`src/rtl/flag_ckpt_reg.sv`:
```
// Condition flag register with per-flag write enables, optional sticky bits,
// and a FIFO of flag snapshots for speculative-branch recovery.
module flag_ckpt_reg #(
  parameter int unsigned          NUM_FLAGS   = 3,
  parameter int unsigned          CKPT_DEPTH  = 4,
  parameter logic [NUM_FLAGS-1:0] STICKY_MASK = {NUM_FLAGS{1'b0}}
) (
  input  logic                          clk,
  input  logic                          rst,
  input  logic [NUM_FLAGS-1:0]          flag_en,
  input  logic [NUM_FLAGS-1:0]          flag_set,
  input  logic                          sticky_clr,
  input  logic                          ckpt_push,
  input  logic                          ckpt_commit,
  input  logic                          ckpt_restore,
  output logic [NUM_FLAGS-1:0]          flags,
  output logic [$clog2(CKPT_DEPTH):0]   ckpt_count,
  output logic                          ckpt_full,
  output logic                          ckpt_empty,
  output logic                          ckpt_err
);

  localparam int unsigned PTR_W = $clog2(CKPT_DEPTH);
  localparam int unsigned CNT_W = PTR_W + 1;

  logic [NUM_FLAGS-1:0] flags_q, flags_d;
  logic [PTR_W-1:0]     wr_ptr_q, wr_ptr_d;
  logic [PTR_W-1:0]     rd_ptr_q, rd_ptr_d;
  logic [CNT_W-1:0]     count_q, count_d;
  logic                 err_q, err_d;
  logic [NUM_FLAGS-1:0] mem_q [CKPT_DEPTH];
  logic [NUM_FLAGS-1:0] mem_d [CKPT_DEPTH];

  logic                 empty_c;
  logic                 full_c;
  logic                 restore_ok_c;
  logic                 do_push_c;
  logic                 do_commit_c;
  logic [NUM_FLAGS-1:0] wr_ones_c;

  assign empty_c = (count_q == CNT_W'(0));
  assign full_c  = (count_q == CNT_W'(CKPT_DEPTH));

  // Next-state: a valid restore overrides every other same-cycle request.
  always_comb begin
    flags_d      = flags_q;
    wr_ptr_d     = wr_ptr_q;
    rd_ptr_d     = rd_ptr_q;
    count_d      = count_q;
    err_d        = 1'b0;
    mem_d        = mem_q;
    do_push_c    = 1'b0;
    do_commit_c  = 1'b0;
    wr_ones_c    = flag_en & flag_set;
    restore_ok_c = ckpt_restore && !empty_c;

    if (restore_ok_c) begin
      flags_d  = mem_q[rd_ptr_q];
      wr_ptr_d = '0;
      rd_ptr_d = '0;
      count_d  = '0;
    end else begin
      flags_d = (STICKY_MASK & ((sticky_clr ? '0 : flags_q) | wr_ones_c))
              | (~STICKY_MASK & (wr_ones_c | (~flag_en & flags_q)));

      // A commit frees a slot, so a push against a full FIFO is legal with it.
      do_commit_c = ckpt_commit && !empty_c;
      do_push_c   = ckpt_push && (!full_c || do_commit_c);

      if (do_push_c) begin
        mem_d[wr_ptr_q] = flags_q;
        wr_ptr_d        = wr_ptr_q + PTR_W'(1);
      end
      if (do_commit_c) begin
        rd_ptr_d = rd_ptr_q + PTR_W'(1);
      end
      count_d = count_q + CNT_W'(do_push_c) - CNT_W'(do_commit_c);
      err_d   = (ckpt_push && !do_push_c) || (ckpt_commit && !do_commit_c)
              || ckpt_restore;
    end
  end

  always_ff @(posedge clk or posedge rst) begin
    if (rst) begin
      flags_q  <= '0;
      wr_ptr_q <= '0;
      rd_ptr_q <= '0;
      count_q  <= '0;
      err_q    <= 1'b0;
    end else begin
      flags_q  <= flags_d;
      wr_ptr_q <= wr_ptr_d;
      rd_ptr_q <= rd_ptr_d;
      count_q  <= count_d;
      err_q    <= err_d;
    end
  end

  // Snapshot storage needs no reset; occupancy is tracked by count_q.
  always_ff @(posedge clk) begin
    mem_q <= mem_d;
  end

  assign flags      = flags_q;
  assign ckpt_count = count_q;
  assign ckpt_err   = err_q;
  assign ckpt_full  = full_c;
  assign ckpt_empty = empty_c;

endmodule
```
`config.mk`:
```
export PLATFORM = sky130hd
export DESIGN_NAME = flag_ckpt_reg
export DESIGN_NICKNAME = d
export VERILOG_FILES = /design/src/rtl/flag_ckpt_reg.sv
export SDC_FILE = /design/constraint.sdc
export NUM_CORES = 1
export LEC_CHECK = 0
export BUFFER_PORTS_ARGS = -buffer_cell sky130_fd_sc_hd__buf_2
export CAP_MARGIN = 10
export CORE_MARGIN = 10
export CORE_UTILIZATION = 40
export DETAILED_ROUTE_END_ITERATION = 10
export PLACE_DENSITY_LB_ADDON = 0.12
export SETUP_SLACK_MARGIN = 0.5
export SLEW_MARGIN = 30
export SYNTH_ARGS = -nofsm -noshare
export SYNTH_HDL_FRONTEND = slang
export SYNTH_SLANG_ARGS = --single-unit
```
`constraint.sdc`:
```
create_clock -name clk -period 3.4 [get_ports clk]
set_clock_uncertainty 0.15 [all_clocks]
set_input_delay 0.34 -clock clk [delete_from_list [all_inputs] [get_ports clk]]
set_output_delay 0.34 -clock clk [all_outputs]
set_load 0.1 [all_outputs]
```
==> reports/results.md <==
| Stage | Result | Value |
|---|---|---|
| cells and area | Layout-stage area growth over the synthesis result | 13.22% |
| route | Post-detailed-route DRC marker count | 0 |
| cells and area | Number of fill cells in the layout | 250 |
| status | Status | finished, final reports clean |
| grt | Largest net degree at the start of global routing | 15 |
| synthesis | Most used standard cells in the synthesized netlist | edfxtp_1 (12), dfrtp_1 (11), inv_1 (8) |
| clocking | Clock input transition at the sequential cells of the worst setup and hold paths | 0.13 ns |
| hold path | Hold Path Depth | 3 |
| sta | Final sum of negative setup slack | 0 ns |
| route | WL final | 2119 um |
| grt | Number of global-route vias before repair | 711 |
| placement | Number of buffers inserted by port buffering | 19 |
| sta | Maximum clock frequency | 384.7 MHz |
| synthesis | Leading post-synthesis cells by cell area | edfxtp_1 (31%), dfrtp_1 (24%), ha_1 (6.5%) |
| synthesis | Unique cell type count in the Yosys netlist | 28 |
| clocking | Gates resized, CTS repair | 0 |
| setup path | List of cells traversed by the critical path | nor4b_2, nand2b_1, ha_1, inv_1, ha_1, inv_1, fa_1, xnor2_1, xnor2_1, and2_1 |
| synthesis | Most frequently used flop master after synthesis | edfxtp_1 |
| hold path | Endpoint of the worst hold-timing path | ckpt_err |
| sta | Final cycle utilization of the critical path | 76.45% |
| synthesis | Number of synthesized register bits | 23 |
| clocking | TritonCTS sink count | 23 |
| sta | Worst slew margin relative to its limit | 56.77% |
| hold path | Hold Startpoint | ckpt_push |
| setup path | CP Max Fanout | 9 |
| setup path | Setup CP Type | flip-flop to flip-flop |
| synthesis | Synthesized instance count | 86 |
| setup path | Worst R2R Start | ckpt_count[1] |
| placement | Final weighted congestion of routability-driven global placement | 0.7449 |
| hold path | Worst hold-check path type | primary input to flip-flop |
| setup path | Critical path capture point type | flip-flop |
| synthesis | Sequential fraction of the synthesis area | 55.04% |
| floorplanning | Die outline area | 5436 sq um |
| synthesis | Post-Syn Nets | 105 |
| route | Drt pass-1 iters | 5 |
| grt | Overall routing resource usage | 8.400% |
| setup path | Slowest stage delay, CP | 0.53 ns |
| floorplanning | # rows | 19 |
| clocking | Clock tree from TritonCTS | done |
| grt | Wire length of the first global-routing pass | 3456 um |
| synthesis | Warning count from the yosys run | 0 |
| cells and area | Layout Nets | 127 |
| setup path | Arrival time of the worst setup path | 2.67 ns |
| synthesis | Mean area per synthesized cell | 13.43 sq um |
| setup path | Highest-delay cell along the critical path | dfrtp_2 |
| clocking | Root buffer cell | clkbuf_4 |
| synthesis | Async set or reset register ratio after synthesis | 47.83% |
| sta | Number of hold violations in the final report | 0 |
| grt | Antenna violations before repair | 0 |
| synthesis | Yosys top cell by area | edfxtp_1 |
| clocking | Maximum count of clock buffers along a single path | 2 |
| cells and area | Layout cell share with drive strength beyond 1 | 30.84% |
| sta | Post-layout min period | 2.599 ns |
| floorplanning | Die boundary height | 73.73 um |
| floorplanning | Number of I/O pins | 21 |
| synthesis | Most numerous cell in the Yosys netlist | edfxtp_1 |
| route | Vias | 684 |
| route | Average wire length per cell after detail routing | 15.36 um |
| cells and area | Final Instance Count excl. Fillers | 138 |
| synthesis | Area of the mapped netlist | 1155 sq um |
| flow run | Max-capacitance violation count | 0 |
| floorplanning | Die width | 73.73 um |
| grt | Leftover overflow at the end of global routing | 0 |
| clocking | Number of setup buffers added after CTS | 0 |
| floorplanning | Starting Density | 41.88% |
| placement | Placed wire-length estimate | 1564 um |
| sta | Pins over their slew limit | 0 |
| placement | Placed Cells incl. Taps | 133 |
| setup path | Startpoint type of the worst setup path | flip-flop |
| route | Vias per cell | 4.957 |
| synthesis | Top cell type's share of synthesized area | 31.20% |
| setup path | CP required | 3.48 ns |
| clocking | Number of buffers created by CTS | 3 |
| clocking | Clock latency at the later pin of the worst-skew pair | 0.32 ns |
| setup path | Worst r2r path cells | 10 |
| setup path | FF-to-FF End | ckpt_count[2] |
| sta | RSZ-0062 raised after global routing | no |
| setup path | Slack of the worst reg-to-reg path | 0.80 ns |
| cells and area | N_diodes | 0 |
| route | Number of nets with antenna violations after detailed routing | 0 |
| floorplanning | Standard cell core area | 2758 sq um |
| clocking | H-tree Lvls | 1 |
| synthesis | Number of enable-type register cells in the synthesized netlist | 12 |
| sta | Pin slew with the least headroom to its limit | 0.6470 ns |
| sta | Final setup vio count | 0 |
| route | Violation count after the first detailed-routing iteration | 41 |
==> cell usage in the layout, fill, tap and decap left out <==
cell type      netlist  routed
clkbuf_1             0       1
nor2b_1              1       1
xnor2_1              3       3
mux4_2               3       3
ha_1                 6       6
o211ai_1             2       2
clkbuf_4             0       3
buf_2                2      19
and2_1               3       3
dfrtp_1             11       8
dlygate4sd3_1        0       1
o21ai_1              2       2
a21oi_2              1       1
nor3b_2              1       1
o21ai_0              2       2
edfxtp_1            12      12
or3_1                1       1
nor4b_2              1       1
nor3_4               1       1
nand2b_1             1       1
nor3b_1              4       4
o31ai_1              2       2
a21oi_1              4       4
nor2_1               3       3
or4_1                1       1
nand2_1              5       5
mux2i_1              3       3
dfrtp_2              0       3
fa_1                 1       1
o31ai_4              1       1
inv_1                8       8
==> worst max path at each step <==
| stage | from | endpoint | slack (ns) | cells past startpoint |
|---|---|---|---|---|
| after global placement | ckpt_count[1] | ckpt_count[2] | 0.79 | 10 |
| after global routing | ckpt_count[1] | ckpt_count[2] | 0.61 | 10 |
| final | ckpt_count[1] | ckpt_count[2] | 0.80 | 10 |
| after floorplan | ckpt_count[1] | ckpt_count[2] | 0.59 | 11 |
| after detailed placement | ckpt_count[1] | ckpt_count[2] | 0.82 | 10 |
| after CTS | ckpt_count[1] | ckpt_count[2] | 0.78 | 10 |
==> worst max-delay path, delay by kind of cell (launching register included) <==
kind | cells | cell delay [ns]
XOR/XNOR | 2 | 0.29
adder cells (fa/ha/maj) | 3 | 0.75
buffers and inverters | 2 | 0.09
flip-flops | 1 | 0.53
AND/OR/NAND/NOR | 3 | 0.70
==> per-layer routing <==
layer  track usage (%)  part of all wire [%]
met1             10.64                    47
met2             12.22                    45
met3             2.557                   5.9
met4             4.969                   2.2
met5                 0                     0
==> stage by stage <==
stage                     utilization, %  hold slack (ns)  worst slack, ns  area, sq um
after CTS                          47.41           0.1180           0.7845         1308
after global placement             46.10           0.2225           0.7891         1271
after detailed placement           46.10           0.2244           0.8237         1271
after global routing               47.41           0.1159           0.6148         1308
after floorplan                        -          0.04224           0.5950         1159
final                              47.41           0.1259           0.8008         1308
==> kinds of logic after synthesis <==
family | Yosys count | share of synthesized area, %
simple gates | 22 | 12.89
flops | 23 | 55.04
buf+inv | 11 | 4.442
fa+ha+maj | 7 | 8.234
xor+xnor | 3 | 2.276
mux | 6 | 8.450
compound gates | 14 | 8.667
==> final cells by class <==
| class | count | area (sq um) | area share (%) |
|---|---|---|---|
| clock buffer | 4 | 26.28 | 2.010 |
| inverter | 8 | 30.03 | 2.297 |
| multi-input combinational | 52 | 467.9 | 35.79 |
| sequential | 23 | 639.4 | 48.90 |
| tap | 31 | 38.79 | 2.967 |
| timing repair buffer | 20 | 105.1 | 8.038 |
==> what timing repair did <==
| action | in CTS | in global routing |
|---|---|---|
| hold buffers | 1 | 0 |
| setup endpoints to repair | 0 | 0 |
| endpoints found under the hold margin | 11 | 0 |
Power is left out: the tool's default activity adds up to more than one toggle a clock period on the data nets, which glitch-free logic cannot reach.
